[src/rtl/ddr_game_sequencer_if.sv]
// rtl/ddr_game_sequencer_if.sv - player/level/display signal bundle for the game sequencer
interface ddr_game_sequencer_if #(
   parameter int SCORE_W = 8
);
   logic               tick;
   logic               start_btn;
   logic [3:0]         btn;
   logic [3:0]         tgt;
   logic               level_done;
   logic [1:0]         level_sel;
   logic               level_start;
   logic [SCORE_W-1:0] score;
   logic [7:0]         misses;
   logic               hit_pulse;
   logic               miss_pulse;
   logic               game_over;
   logic               game_won;

   modport master (
      output tick, start_btn, btn, tgt, level_done,
      input  level_sel, level_start, score, misses, hit_pulse, miss_pulse, game_over, game_won
   );

   modport slave (
      input  tick, start_btn, btn, tgt, level_done,
      output level_sel, level_start, score, misses, hit_pulse, miss_pulse, game_over, game_won
   );
endinterface

[src/rtl/ddr_game_sequencer.sv]
// rtl/ddr_game_sequencer.sv - level launch, hit-window judging and scoring for the arrow game
module ddr_game_sequencer #(
   parameter int NUM_LEVELS = 3,
   parameter int HIT_WINDOW = 250,
   parameter int PASS_SCORE = 16,
   parameter int SCORE_W    = 8
) (
   input logic                 clk,
   input logic                 rst,
   ddr_game_sequencer_if.slave bus
);
   localparam int CNT_W = $clog2(HIT_WINDOW + 1);

   typedef enum logic [2:0] {IDLE, LAUNCH, PLAY, JUDGE, NEXT, WON, LOST} state_t;

   state_t             state;
   logic               start_q;
   logic [3:0]         btn_q;
   logic [3:0]         tgt_q;
   logic [3:0]         pending;
   logic               win_open;
   logic [CNT_W-1:0]   win_cnt;
   logic [SCORE_W-1:0] level_hits;

   logic               start_edge;
   logic [3:0]         press;
   logic               tgt_onehot;
   logic               new_tgt;
   logic               hit_now;
   logic               miss_now;
   logic               open_mid;
   logic               open_end;

   // Judging order: press, expiry, target replacement, level end; each step sees the window left by the previous one.
   always_comb begin
      start_edge = bus.start_btn & ~start_q;
      press      = bus.btn & ~btn_q;
      tgt_onehot = (bus.tgt != 4'd0) && ((bus.tgt & (bus.tgt - 4'd1)) == 4'd0);
      new_tgt    = tgt_onehot && (bus.tgt != tgt_q);
      hit_now    = 1'b0;
      miss_now   = 1'b0;
      open_mid   = win_open;
      if (open_mid && press != 4'd0) begin
         if (press == pending) hit_now = 1'b1;
         else                  miss_now = 1'b1;
         open_mid = 1'b0;
      end
      if (open_mid && win_cnt == '0) begin
         miss_now = 1'b1;
         open_mid = 1'b0;
      end
      open_end = open_mid;
      if (new_tgt) begin
         if (open_mid) miss_now = 1'b1;
         open_end = 1'b1;
      end
      if (bus.level_done && open_end) begin
         miss_now = 1'b1;
         open_end = 1'b0;
      end
   end

   always_ff @(posedge clk) begin
      if (rst) begin
         state           <= IDLE;
         start_q         <= 1'b0;
         btn_q           <= 4'd0;
         tgt_q           <= 4'd0;
         pending         <= 4'd0;
         win_open        <= 1'b0;
         win_cnt         <= '0;
         level_hits      <= '0;
         bus.level_sel   <= 2'd0;
         bus.level_start <= 1'b0;
         bus.score       <= '0;
         bus.misses      <= 8'd0;
         bus.hit_pulse   <= 1'b0;
         bus.miss_pulse  <= 1'b0;
         bus.game_over   <= 1'b0;
         bus.game_won    <= 1'b0;
      end else begin
         start_q         <= bus.start_btn;
         btn_q           <= bus.btn;
         tgt_q           <= bus.tgt;
         bus.level_start <= 1'b0;
         bus.hit_pulse   <= 1'b0;
         bus.miss_pulse  <= 1'b0;
         case (state)
            IDLE: begin
               if (start_edge) begin
                  bus.score       <= '0;
                  bus.misses      <= 8'd0;
                  bus.level_sel   <= 2'd0;
                  bus.level_start <= 1'b1;
                  state           <= LAUNCH;
               end
            end
            LAUNCH: begin
               level_hits <= '0;
               win_open   <= 1'b0;
               win_cnt    <= '0;
               state      <= PLAY;
            end
            PLAY: begin
               win_open <= open_end;
               // A freshly loaded window starts its countdown on the following tick.
               if (new_tgt) begin
                  pending <= bus.tgt;
                  win_cnt <= CNT_W'(HIT_WINDOW);
               end else if (open_mid && bus.tick) begin
                  win_cnt <= win_cnt - 1'b1;
               end
               if (hit_now) begin
                  if (bus.score != '1)  bus.score  <= bus.score + 1'b1;
                  if (level_hits != '1) level_hits <= level_hits + 1'b1;
                  bus.hit_pulse <= 1'b1;
               end
               if (miss_now) begin
                  if (bus.misses != 8'hFF) bus.misses <= bus.misses + 1'b1;
                  bus.miss_pulse <= 1'b1;
               end
               if (bus.level_done) state <= JUDGE;
            end
            JUDGE: begin
               if (level_hits >= SCORE_W'(PASS_SCORE)) begin
                  if (bus.level_sel == 2'(NUM_LEVELS - 1)) begin
                     bus.game_over <= 1'b1;
                     bus.game_won  <= 1'b1;
                     state         <= WON;
                  end else begin
                     state <= NEXT;
                  end
               end else begin
                  bus.game_over <= 1'b1;
                  state         <= LOST;
               end
            end
            NEXT: begin
               if (bus.level_sel < 2'(NUM_LEVELS - 1)) bus.level_sel <= bus.level_sel + 2'd1;
               bus.level_start <= 1'b1;
               state           <= LAUNCH;
            end
            WON, LOST: begin
               if (start_edge) begin
                  bus.game_over <= 1'b0;
                  bus.game_won  <= 1'b0;
                  state         <= IDLE;
               end
            end
            default: state <= IDLE;
         endcase
      end
   end
endmodule
[src/flat_wrapper.sv]
// flat-port wrapper written by rule: the top's interface ports become plain ports
module ddr_game_sequencer_flat 
#(
   parameter int NUM_LEVELS = 3,
   parameter int HIT_WINDOW = 250,
   parameter int PASS_SCORE = 16,
   parameter int SCORE_W    = 8
)
  (clk, rst, bus_tick, bus_start_btn, bus_btn, bus_tgt, bus_level_done, bus_level_sel, bus_level_start, bus_score, bus_misses, bus_hit_pulse, bus_miss_pulse, bus_game_over, bus_game_won);
  ddr_game_sequencer_if #(.SCORE_W(SCORE_W)) bus_i ();
  input logic clk;
  input logic rst;
  input wire logic [$bits(bus_i.tick)-1:0] bus_tick;
  input wire logic [$bits(bus_i.start_btn)-1:0] bus_start_btn;
  input wire logic [$bits(bus_i.btn)-1:0] bus_btn;
  input wire logic [$bits(bus_i.tgt)-1:0] bus_tgt;
  input wire logic [$bits(bus_i.level_done)-1:0] bus_level_done;
  output wire logic [$bits(bus_i.level_sel)-1:0] bus_level_sel;
  output wire logic [$bits(bus_i.level_start)-1:0] bus_level_start;
  output wire logic [$bits(bus_i.score)-1:0] bus_score;
  output wire logic [$bits(bus_i.misses)-1:0] bus_misses;
  output wire logic [$bits(bus_i.hit_pulse)-1:0] bus_hit_pulse;
  output wire logic [$bits(bus_i.miss_pulse)-1:0] bus_miss_pulse;
  output wire logic [$bits(bus_i.game_over)-1:0] bus_game_over;
  output wire logic [$bits(bus_i.game_won)-1:0] bus_game_won;
  assign bus_i.tick = bus_tick;
  assign bus_i.start_btn = bus_start_btn;
  assign bus_i.btn = bus_btn;
  assign bus_i.tgt = bus_tgt;
  assign bus_i.level_done = bus_level_done;
  assign bus_level_sel = bus_i.level_sel;
  assign bus_level_start = bus_i.level_start;
  assign bus_score = bus_i.score;
  assign bus_misses = bus_i.misses;
  assign bus_hit_pulse = bus_i.hit_pulse;
  assign bus_miss_pulse = bus_i.miss_pulse;
  assign bus_game_over = bus_i.game_over;
  assign bus_game_won = bus_i.game_won;
  ddr_game_sequencer #(.NUM_LEVELS(NUM_LEVELS), .HIT_WINDOW(HIT_WINDOW), .PASS_SCORE(PASS_SCORE), .SCORE_W(SCORE_W)) u_core (.clk(clk), .rst(rst), .bus(bus_i));
endmodule
[config.mk]
export PLATFORM = sky130hd
export DESIGN_NAME = ddr_game_sequencer_flat
export DESIGN_NICKNAME = d
export VERILOG_FILES = /design/src/rtl/ddr_game_sequencer_if.sv /design/src/rtl/ddr_game_sequencer.sv /design/src/flat_wrapper.sv
export SDC_FILE = /design/constraint.sdc
export NUM_CORES = 1
export LEC_CHECK = 0
export ABC_AREA = 1
export BUFFER_PORTS_ARGS = -buffer_cell sky130_fd_sc_hd__buf_2
export CORE_MARGIN = 5
export CORE_UTILIZATION = 62
export CTS_BUF_LIST = sky130_fd_sc_hd__clkbuf_4 sky130_fd_sc_hd__clkbuf_8 sky130_fd_sc_hd__clkbuf_16
export DETAILED_ROUTE_END_ITERATION = 6
export GPL_TIMING_DRIVEN = 0
export PLACE_DENSITY = 0.82
export SLEW_MARGIN = 20
export SYNTH_ARGS = -nofsm -noshare
export SYNTH_HDL_FRONTEND = slang
export SYNTH_SLANG_ARGS = --single-unit
[constraint.sdc]
create_clock -name clk -period 3.5 [get_ports clk]
set_input_delay 0.175 -clock clk [delete_from_list [all_inputs] [get_ports clk]]
set_output_delay 0.175 -clock clk [all_outputs]
set_load 0.005 [all_outputs]
==> reports/metrics.cfg <==
[die]
die_height_um = 79.42
core_area_um2 = 4692
die_area_um2 = 6308
num_rows = 25
io_pins = 36
initial_util_pct = 63.68
die_w_um = 79.42

[placed_design]
place_congestion = 0.8526
port_buffer_cells = 35
pre_cts_ws_ps = 1804
post-dp-hpwl_um = 4690

[power]
design_power_total_mw = 1.895
static-leakage-power_nw = 1.540
worst_ir_drop_vdd_v = 0.0003298
power.share.sequential_pct = 40.0
p_switching_mw = 0.7493
part_of_the_total_power_dissipated_in_combinational_logic_pct = 37.8
p_per_area_nw_per_um2 = 566.9
p_int_mw = 1.145
clockPowerShare_pct = 22.2
switching_share_pct = 39.55

[cts]
cts-hold-fix-buffers = 0
clock_tree.root_cell = clkbuf_8
cts_htree_levels = 2
cts.reportedPaths.clkPinSlew_ps = 100
max-clock-path-buffers = 2
clkLatencyLatePin_ps = 310
cts_tree = done
cts_buffers = 5
post-cts-setup-buffers = 0
cts_resized = 0
clock-sinks = 56

[yosys]
syn_inst = 421
netlist.top_cell.by_area = dfxtp_1
synth.avg_cell_area_um2 = 7.097
synthDominantCellAreaShare_pct = 37.52
ys_seq_area_share_pct = 37.52
synth_area_leaders = dfxtp_1, nand2_1, nor2_1, a21oi_1, inv_1
leading_register_cell_type_out_of_synthesis = dfxtp_1
synth-async-reset-ratio_pct = 0
mappedNetlistNets = 441
synth_enable_flop_cells = 0
synth-seq-cells = 56
synth-warning-count = 0
ys_types = 40
syn_area_um2 = 2988

[cells_and_area]
fraction_of_final_layout_cells_with_drive_strength_greater_than_1_pct = 17.89
layout.cells.most_common = nand2_1
area_growth_pct = 11.85
nets = 483
antenna_cells_inserted = 0
final_cell_mix = nand2_1, nor2_1, dfxtp_1
layout.filler_cells = 407
final_util_pct = 71.23

[grt]
via_count_of_the_first_global_routing_pass = 2533
grt.overflow.total = 0
grt_start_max_net_pins = 18
grt_antenna_before_repair = 0
grt_pass1_wl_um = 10660
grt_util_all_layers_pct = 20.82

[setup_path]
cp.required_ps = 3750
cp_max_fo = 9
setup.worst_path.end_class = flop
arrival_ps = 1960
worst-setup-path-type = reg2reg
critPathLaunchType = flop

[timing]
fin_setup_tns_ps = 0
report.final.setup_viol = 0
final_slew_violations = 0
worst_rel_slew_slack_pct = 64.13
worst_slack_ps = 1786
grt_setup_unrepaired = false
fin_worst_hold_slack_ps = 75.48
post-route-min-period_ps = 1714
finalClockSkew_ps = 3.857
finalCritPeriodShare_pct = 48.97
worstMarginPinSlew_ps = 538.0
timing_hold_violations_final = 0
clock.fmax_mhz = 583.5

[worst_hold_path]
min-delay-path-class = in2reg

[run]
maxCapViolations = 0

[route]
detail_route.iter0.violations = 125
detailedRoute.firstPassIterationCount = 4
num_vias = 2742
routed-wl-met2_um = 3071
route.top_layer_used = met4
post-route-drc-count = 0
wl_met1_um = 2829
antenna_violation_net_count_after_detailed_routing = 0
wl_per_cell_um = 12.09
routed-wl-met3_um = 271
vias_per_inst = 5.293
drt-total-wl_um = 6261

[status]
status = complete, no violations

Yosys cell counts, types with 2 or more instances:
master / count
nand2_1: 98
nor2_1: 58
dfxtp_1: 56
inv_1: 38
a21oi_1: 35
nand3_1: 25
o21ai_0: 16
xor2_1: 16
inv_2: 8
ha_1: 7
nand2_2: 7
nand4_1: 5
xnor2_1: 5
clkbuf_1: 4
nand2_4: 4
inv_4: 3
nand3b_1: 3
nor3_1: 3
o21ai_1: 3
a21oi_2: 2
buf_6: 2
nor2_4: 2
o21ai_2: 2
o31ai_1: 2
or2_2: 2
worst max-delay path, stage by stage (launching register included):
cell and delay (ps):
dfxtp_1 420, ha_1 260, nand2_1 80, nor2_1 190, nand3_1 110, nand2_1 90, o21ai_2 70, nand2_4 140
inv_4 70, nand2_1 60, nand2_1 50, a21oi_1 110
flip-flops by register name, summed over array words and instances (netlist names):
| register | cells |
|---|---|
| u_core.pending | 4 |
| u_core.start_q | 1 |
| u_core.state | 3 |
| u_core.tgt_q | 4 |
| u_core.level_hits | 8 |
| u_core.bus.miss_pulse | 1 |
| u_core.bus.level_start | 1 |
| u_core.bus.hit_pulse | 1 |
| u_core.bus.misses | 8 |
| u_core.bus.game_won | 1 |
| u_core.bus.game_over | 1 |
| u_core.win_open | 1 |
| u_core.win_cnt | 8 |
| u_core.bus.level_sel | 2 |
| u_core.btn_q | 4 |
| u_core.bus.score | 8 |
through the flow:
stage | std cells | area, um2
3_3_place_gp | 510 | 3231
5_1_grt | 518 | 3342
2_1_floorplan | 421 | 2988
4_1_cts | 518 | 3342
3_5_place_dp | 510 | 3231
6_report | 518 | 3342
cell families after synthesis:
group | share of synthesized area [%]
compound gates | 12.27
fa+ha+maj | 2.931
xor+xnor | 6.156
simple gates | 32.79
buf+inv | 8.333
flops | 37.52
power groups by stage:
stage / registers (mW) / logic (mW) / clock network, mW
final: 0.757 / 0.716 / 0.421
after global routing: 0.766 / 0.799 / 0.454
after CTS: 0.756 / 0.714 / 0.431
after detailed placement: 0.771 / 0.711 / 0
after global placement: 0.769 / 0.693 / 0
after floorplan: 0.761 / 0.558 / 0
per-layer routing:
layer,GRT usage (%),vias to the layer above
li1,-,1431
met1,24.91,1248
met2,37.06,55
met3,3.837,8
met4,7.216,0
met5,0,-
path summary, 6_finish.rpt:
| kind | from | end | slack [ps] | depth (start not counted) |
|---|---|---|---|---|
| worst max register to register | u_core.level_hits[0] | u_core.level_hits[2] | 1790 | 11 |
| worst min-delay path | bus_btn[1] | u_core.btn_q[1] | 80 | 3 |
| worst min register to register | u_core.pending[2] | u_core.pending[2] | 480 | 2 |
| worst max-delay path | u_core.level_hits[0] | u_core.level_hits[2] | 1790 | 11 |
area by class of cell:
class,count,area [um2],share of cell area (%)
Inverter,50,200.2,5.990
Clock buffer,5,68.82,2.059
Buffer,8,48.80,1.460
Multi-Input combinational cell,307,1618,48.41
Timing Repair Buffer,35,175.2,5.241
Tap cell,54,67.56,2.022
Clock inverter,3,42.54,1.273
Sequential cell,56,1121,33.55
Note: power is estimated with default switching activity, not from simulation.
